`config.mk`:
```
export PLATFORM = sky130hd
export DESIGN_NAME = sdram_wb_arbiter
export DESIGN_NICKNAME = d
export VERILOG_FILES = /design/src/rtl/sdram_wb_arbiter.sv
export SDC_FILE = /design/constraint.sdc
export NUM_CORES = 1
export LEC_CHECK = 0
export ABC_AREA = 1
export CORE_AREA = 2 2 107 109
export DETAILED_ROUTE_END_ITERATION = 7
export DIE_AREA = 0 0 109 111
export PLACE_DENSITY_LB_ADDON = 0.2
export SKIP_LAST_GASP = 1
export SLEW_MARGIN = 20
export SYNTH_ARGS = -nofsm -noshare
export SYNTH_HDL_FRONTEND = slang
export SYNTH_SLANG_ARGS = --single-unit
```
`constraint.sdc`:
```
create_clock -name wb_clk_i -period 3 [get_ports wb_clk_i]
set_clock_uncertainty 0.05 [all_clocks]
set_input_delay 0.9 -clock wb_clk_i [delete_from_list [all_inputs] [get_ports wb_clk_i]]
set_output_delay 0.9 -clock wb_clk_i [all_outputs]
set_load 0.005 [all_outputs]
```
`src/rtl/sdram_wb_arbiter.sv`:
```
// N-channel Wishbone arbiter in front of the SDRAM controller port.
// Round-robin or fixed-priority grant, burst-capped hold, per-beat ack timeout with error return.
module sdram_wb_arbiter #(
  parameter int NUM_CH         = 4,
  parameter int WB_ADDR_WIDTH  = 24,
  parameter int WB_DATA_WIDTH  = 16,
  parameter int ARB_MODE       = 0,
  parameter int MAX_BURST      = 8,
  parameter int TIMEOUT_CYCLES = 256
) (
  input  logic                                 wb_clk_i,
  input  logic                                 wb_rst_ni,
  input  logic [NUM_CH-1:0]                    m_cyc_i,
  input  logic [NUM_CH-1:0]                    m_stb_i,
  input  logic [NUM_CH-1:0]                    m_we_i,
  input  logic [NUM_CH*WB_ADDR_WIDTH-1:0]      m_adr_i,
  input  logic [NUM_CH*WB_DATA_WIDTH-1:0]      m_dat_i,
  input  logic [NUM_CH*WB_DATA_WIDTH/8-1:0]    m_sel_i,
  output logic [NUM_CH-1:0]                    m_ack_o,
  output logic [NUM_CH-1:0]                    m_err_o,
  output logic [WB_DATA_WIDTH-1:0]             m_dat_o,
  output logic                                 s_cyc_o,
  output logic                                 s_stb_o,
  output logic                                 s_we_o,
  output logic [WB_ADDR_WIDTH-1:0]             s_adr_o,
  output logic [WB_DATA_WIDTH-1:0]             s_dat_o,
  output logic [WB_DATA_WIDTH/8-1:0]           s_sel_o,
  input  logic                                 s_ack_i,
  input  logic [WB_DATA_WIDTH-1:0]             s_dat_i,
  output logic [NUM_CH-1:0]                    grant_o
);
  localparam int SW = WB_DATA_WIDTH / 8;
  localparam int IW = $clog2(NUM_CH);
  localparam int BW = $clog2(MAX_BURST + 1);
  localparam int TW = (TIMEOUT_CYCLES > 0) ? $clog2(TIMEOUT_CYCLES + 1) : 1;
  localparam logic [0:0] IDLE = 1'b0;
  localparam logic [0:0] BUSY = 1'b1;

  logic [0:0]                             state;
  logic [IW-1:0]                          gidx, rr_ptr, win, jdx;
  logic [BW-1:0]                          burst_cnt;
  logic [TW-1:0]                          tmo_cnt;
  logic [NUM_CH-1:0]                      req;
  logic                                   found, busy, cyc_g, stb_g, ack_g, tmo_hit, last_beat;
  logic [NUM_CH-1:0][WB_ADDR_WIDTH-1:0]   adr_v;
  logic [NUM_CH-1:0][WB_DATA_WIDTH-1:0]   dat_v;
  logic [NUM_CH-1:0][SW-1:0]              sel_v;

  assign adr_v = m_adr_i;
  assign dat_v = m_dat_i;
  assign sel_v = m_sel_i;
  assign req   = m_cyc_i & m_stb_i;

  always_comb begin
    win   = '0;
    jdx   = '0;
    found = 1'b0;
    if (ARB_MODE == 1) begin
      for (int i = NUM_CH - 1; i >= 0; i--)
        if (req[i]) win = IW'(i);
    end else begin
      // scan upward from the slot after the last winner, wrapping
      for (int i = 1; i <= NUM_CH; i++) begin
        jdx = IW'((int'(rr_ptr) + i) % NUM_CH);
        if (!found && req[jdx]) begin
          found = 1'b1;
          win   = jdx;
        end
      end
    end
  end

  assign busy      = (state == BUSY);
  assign cyc_g     = busy & m_cyc_i[gidx];
  assign stb_g     = cyc_g & m_stb_i[gidx];
  assign ack_g     = cyc_g & s_ack_i;
  assign last_beat = (burst_cnt == BW'(MAX_BURST - 1));
  // an ack in the final timeout cycle still wins
  assign tmo_hit   = (TIMEOUT_CYCLES != 0) && stb_g && !s_ack_i &&
                     (tmo_cnt == TW'(TIMEOUT_CYCLES - 1));

  assign s_cyc_o = cyc_g & ~tmo_hit;
  assign s_stb_o = stb_g & ~tmo_hit;
  assign s_we_o  = busy & m_we_i[gidx];
  assign s_adr_o = busy ? adr_v[gidx] : '0;
  assign s_dat_o = busy ? dat_v[gidx] : '0;
  assign s_sel_o = busy ? sel_v[gidx] : '0;
  assign m_ack_o = ack_g   ? grant_o : '0;
  assign m_err_o = tmo_hit ? grant_o : '0;
  assign m_dat_o = s_dat_i;

  always_ff @(posedge wb_clk_i or negedge wb_rst_ni) begin
    if (!wb_rst_ni) begin
      state     <= IDLE;
      grant_o   <= '0;
      gidx      <= '0;
      rr_ptr    <= IW'(NUM_CH - 1);
      burst_cnt <= '0;
      tmo_cnt   <= '0;
    end else if (state == IDLE) begin
      burst_cnt <= '0;
      tmo_cnt   <= '0;
      if (|req) begin
        state   <= BUSY;
        gidx    <= win;
        rr_ptr  <= win;
        grant_o <= {{(NUM_CH-1){1'b0}}, 1'b1} << win;
      end
    end else begin
      if (!cyc_g || tmo_hit || (ack_g && last_beat)) begin
        state     <= IDLE;
        grant_o   <= '0;
        burst_cnt <= '0;
        tmo_cnt   <= '0;
      end else if (ack_g) begin
        burst_cnt <= burst_cnt + 1'b1;
        tmo_cnt   <= '0;
      end else if (stb_g && TIMEOUT_CYCLES != 0) begin
        tmo_cnt <= tmo_cnt + 1'b1;
      end
    end
  end
endmodule
```
After elaboration in Yosys (flattened, before gate mapping)
Cells that the tools add are included.
- $add $sub $neg: 6
- multipliers: 0
- div/mod/pow operators: 0
- order comparisons: 5
- eq/ne operators: 5
- shift operators: 1
- mux-type cells: 45
- bitwise logic cells: 9
- reductions and logical operators: 17
- operator list (kind ; count):
    $bmux 24 s2 ; 1
    $mux 24 ; 2
    $mux 9 ; 4
    $bmux 16 s2 ; 1
    $mux 16 ; 2
    $mux 4 ; 8
    $lt 2x3->1 const B ; 5
    $bmux 1 s2 ; 7
    $mux 1 ; 13
    $mux 2 ; 6
    $add 9x1->9 const B ; 1
    $eq 9x8->1 const B ; 1
    $and 1x1->1 ; 6
    $logic_and 1x1->1 ; 6
    $logic_not 1->1 ; 5
    $add 2x1->2 const B ; 2
    $add 2x2->2 const B ; 2
    $add 4x1->4 const B ; 1
    $and 4x4->4 ; 1
    $bmux 2 s2 ; 1
    $eq 4x3->1 const B ; 1
    $ne 4x1->1 const B ; 1
    $reduce_and 2->1 ; 2
    $reduce_or 4->1 ; 1
    other kinds (6) ; 8
- register bits after elaboration: 22
- latch bits: 0
- bits in writable memories: 0
- bits in read-only memories: 0
- bits of input ports: 199
- word-level logic and storage cells: 94
- memories kept: 0

Depth between registers and ports, before layout
- depth after elaboration: 16
- mapped depth: 13
- mapped depth without buffers: 13

Worst setup path before layout
Ideal clock, no wire load.
- path kind: input-to-output
- from: in m_stb_i[0]
- to: out m_err_o[0]
- arrival time: 1.647 ns
- data required time: 2.050 ns
- path slack: 0.403 ns
- stages: 8
- cell sequence: nor2_1 > nor2_1 > o21ai_1 > nand2_1 > inv_2 > nor2_8 > nand2_1 > nor2_1
- cells in the longest elaborated chain, start to end: 6
- ends and longest elaborated chain (what ; line ; text):
    from (decl) ; 14 ; input logic [NUM_CH-1:0] m_stb_i,
    $bmux 1 s2 ; 75 ; assign stb_g = cyc_g & m_stb_i[gidx];
    $mux 1 (not written as such) ; 75 ;
    $and 1x1->1 ; 75 ;
    $logic_and 1x1->1 (2 in a row) ; 79 ; assign tmo_hit = (TIMEOUT_CYCLES != 0) && stb_g && !s_ack_i &&
    $mux 4 ; 89 ; assign m_err_o = tmo_hit ? grant_o : '0;
    to (decl) ; 20 ; output logic [NUM_CH-1:0] m_err_o,
No other way between the ends. The select of a mux whose other input is x is not followed.

Worst setup path after layout
- from: in m_stb_i[0]
- to: out s_cyc_o
- cells in the longest elaborated chain, start to end: 7
- ends and longest elaborated chain (what ; line ; text):
    $bmux 1 s2 ; 75 ;
    $mux 1 (not written as such) ; 75 ;
    $and 1x1->1 ; 75 ;
    $logic_and 1x1->1 (2 in a row) ; 79 ;
    $not 1->1 ; 82 ; assign s_cyc_o = cyc_g & ~tmo_hit;
    $and 1x1->1 ; 82 ;
    to (decl) ; 22 ; output logic s_cyc_o,
No other way between the ends. The select of a mux whose other input is x is not followed.

==> summary.md <==
| Metric | Value |
|---|---|
| Drt wl/cell | `14.1 um` |
| Cell Area, Placed | `5620 um^2` |
| Worst EP arrival | `2.03 ns` |
| R2r setup slk | `0.81 ns` |
| Number of buffers and inverters on the critical path | `4` |
| Layout cell share with drive strength beyond 1 | `12.7%` |
| Cells along the critical path | `dlygate4sd2_1, nor2_1, nor2_1, o21ai_1, nand2_2, buf_4, buf_4, a21oi_4, buf_2` |
| Clk buf depth | `2` |
| Antenna Nets Post-Route | `0` |
| Ys Warns | `0` |
| Util after Layout | `51.2%` |
| Slew Viols, Final | `0` |
| Final setup violating endpoints | `0` |
| CTS buffer count | `3` |
| Largest net degree at the start of global routing | `52` |
| Tot GR Track Use | `21.0%` |
| DRC | `0` |
| Fmax | `336 MHz` |
| IO Pins | `272` |
| Initial core utilization | `27.4%` |
| Sink Count | `22` |
| Post-synthesis sequential area ratio | `18.2%` |
| Cell family with most CP delay | `buffers and inverters` |
| Synth Area in Simple Gates | `40.1%` |
| Syn_nets | `763` |
| Worst hold stages | `2` |
| Max-cap viol count | `0` |
| CTS root buf | `clkbuf_16` |
| Min-delay worst type | `flop to flop` |
| Post-Synth Adder-Cell Area | `1.24%` |
| First-pass DRT Iterations | `4` |
| Worst setup SP type | `primary input` |
| CP required | `2.05 ns` |
| GPL Wtd Cong | `0.937` |
| First-pass GRT wire length | `20.5 mm` |
| Cts hold-fix bufs | `0` |
| Initial antenna violation count | `0` |
| Placeable core region | `11100 um^2` |
| Worst-path clk slew | `0.06 ns` |
| Fin cells | `937` |
| N_diodes | `0` |
| Unrepaired setup endpoints after global routing | `yes` |
| Vias in the first global route | `4186` |
| DP Cell Count | `927` |
| Final #Nets | `997` |
| Tcrit/Tclk final | `99.3%` |
| FF-to-FF End | `burst_cnt[0]` |
| Mux share of post-synthesis cell area | `0%` |
| Vias per inst | `4.70` |
| Cells on worst reg2reg path | `12` |
| Leak | `2.52 nW` |
| CTS tree | `yes` |
| Max VDD drop | `0.000368 V` |
| Worst Setup End Kind | `primary output` |
| Worst Path Max Fanout | `2` |
| Worst-Margin Slew | `0.850 ns` |
| Die area | `12100 um^2` |
| Post-DP HPWL | `10.3 mm` |
| Pwr Density | `676 nW/um^2` |
| Total congestion overflow | `0` |
| Place WS | `-0.665 ns` |
| Hold Slack | `0.458 ns` |
| Compound-Gate Fraction of Synth Area | `25.1%` |
| Area grow syn2layout | `86.7%` |
| Syn Inst Count | `561` |
| Hold Crit Start | `grant_o[0]` |
| Detailed router's first-iteration violation count | `241` |
| XOR/XNOR Fraction of Synth Area | `2.59%` |
| PortBufs | `239` |
| #FFs+latches synth | `22` |
| Largest family of logic cells by synthesized area | `simple AND/OR/NAND/NOR gates` |
| Final hold vios | `0` |
| H-tree levels | `1` |
| Die Wd | `109 um` |
| Vias | `4400` |
| Distinct cell type count after synthesis | `28` |
| FP Rows | `39` |
| Worst rel slew slack | `43.3%` |
| Die H | `111 um` |
| Critical path class | `primary input to primary output` |
| Critical path's slowest cell | `dlygate4sd2_1` |
| WL final | `13.2 mm` |
| Post-synthesis cell area | `3040 um^2` |
| Tmin final | `2.98 ns` |
| Mean Syn Cell Area | `5.42 um^2` |
| CP max stage delay | `0.25 ns` |
| Hold path endpoint | `grant_o[0]` |
| Clk_lat worst skew | `0.26 ns` |
| RR Startpoint | `tmo_cnt[0]` |
| Post-route cell area | `5680 um^2` |
| Outcome | `finished, final reports clean` |
| Worst setup margin | `0.0214 ns` |
==> cells by family (layout without fill, tap and decap cells) <==
family,Yosys count,after routing
buffers and inverters,77,310
AO/OA/AOI/OAI,148,148
flip-flops,22,22
adder cells (fa/ha/maj),3,3
AND/OR/NAND/NOR,302,302
XOR/XNOR,9,9
==> cell usage after synthesis (all sizes together) <==
cell	number	area, um^2
nor2	207	793
o21ai	101	509
nand2	66	265
a21oi	47	254
buf	28	199
inv	27	106
clkbuf	22	82.6
nand3	21	110
dfrtp	20	500
xor2	9	78.8
nand4	4	25.0
ha	3	37.5
dfstp	2	52.6
nor3	2	10.0
nor3b	2	15.0
==> worst max path at each step <==
stage                     startpoint         end  slack [ns]  depth (start not counted)
after global routing      tmo_cnt[0]  m_err_o[0]       -0.10                         11
after detailed placement  m_stb_i[0]  m_err_o[0]       -0.66                         10
after CTS                 m_cyc_i[2]  m_ack_o[3]       -0.02                         11
final                     m_stb_i[0]     s_cyc_o        0.02                          9
after global placement    m_stb_i[0]  m_err_o[0]       -0.58                         10
after floorplan           m_stb_i[0]  m_err_o[0]        0.40                          8
==> through the flow <==
stage | TNS [ns] | power [mW]
finish | 0 | 3.84
global route | -0.441 | 4.21
CTS | -0.0176 | 3.89
detailed placement | -15.06 | 3.71
global placement | -14.26 | 3.68
floorplan | 0 | 2.14
==> state kept, by name, summed over array words and instances, names as in the netlist <==
| name | count |
|---|---|
| gidx | 2 |
| burst_cnt | 4 |
| busy | 1 |
| rr_ptr | 2 |
| grant_o | 4 |
| tmo_cnt | 9 |
==> layout make-up <==
cell class / count / area [um^2]
clock buffer: 4 / 78.8
fill: 1117 / 5400
inverter: 27 / 106
multi-input combinational: 462 / 2160
sequential: 22 / 556
tap: 143 / 179
timing repair buffer: 279 / 2590
==> where the power goes <==
part,switching [mW],internal [mW]
clock,0.109,0.181
combinational,1.73,1.37
sequential,0.0792,0.366
total,1.92,1.92
==> cells in the final DEF, fill, tap and decap left out, drive strengths merged <==
cell	n
nor2	207
clkdlybuf4s50	177
o21ai	101
nand2	66
a21oi	47
buf	47
inv	27
dlygate4sd2	25
nand3	21
dfrtp	20
clkbuf	20
clkdlybuf4s15	13
xor2	9
nand4	4
ha	3
dfstp	2
nor3b	2
nor3	2
dlymetal6s2s	1
==> what timing repair did <==
action,CTS,global route
pin swaps,13,22
gates resized for setup,100,53
setup endpoints to repair,53,36
setup buffers,7,0
==> worst min-delay path: stages, from the launching register on <==
cell	delay, ns
dfrtp_1	0.37
nand2_1	0.06
nand2_1	0.05
==> layer usage <==
metal	routed length, um	track usage (%)	vias to the layer above
met5	0	0	-
met4	102	2.82	0
met3	801	4.17	11
met2	7080	39.5	145
met1	5200	24.6	1975
li1	-	-	2269
No activity file was read; power rests on OpenSTA's default activity.
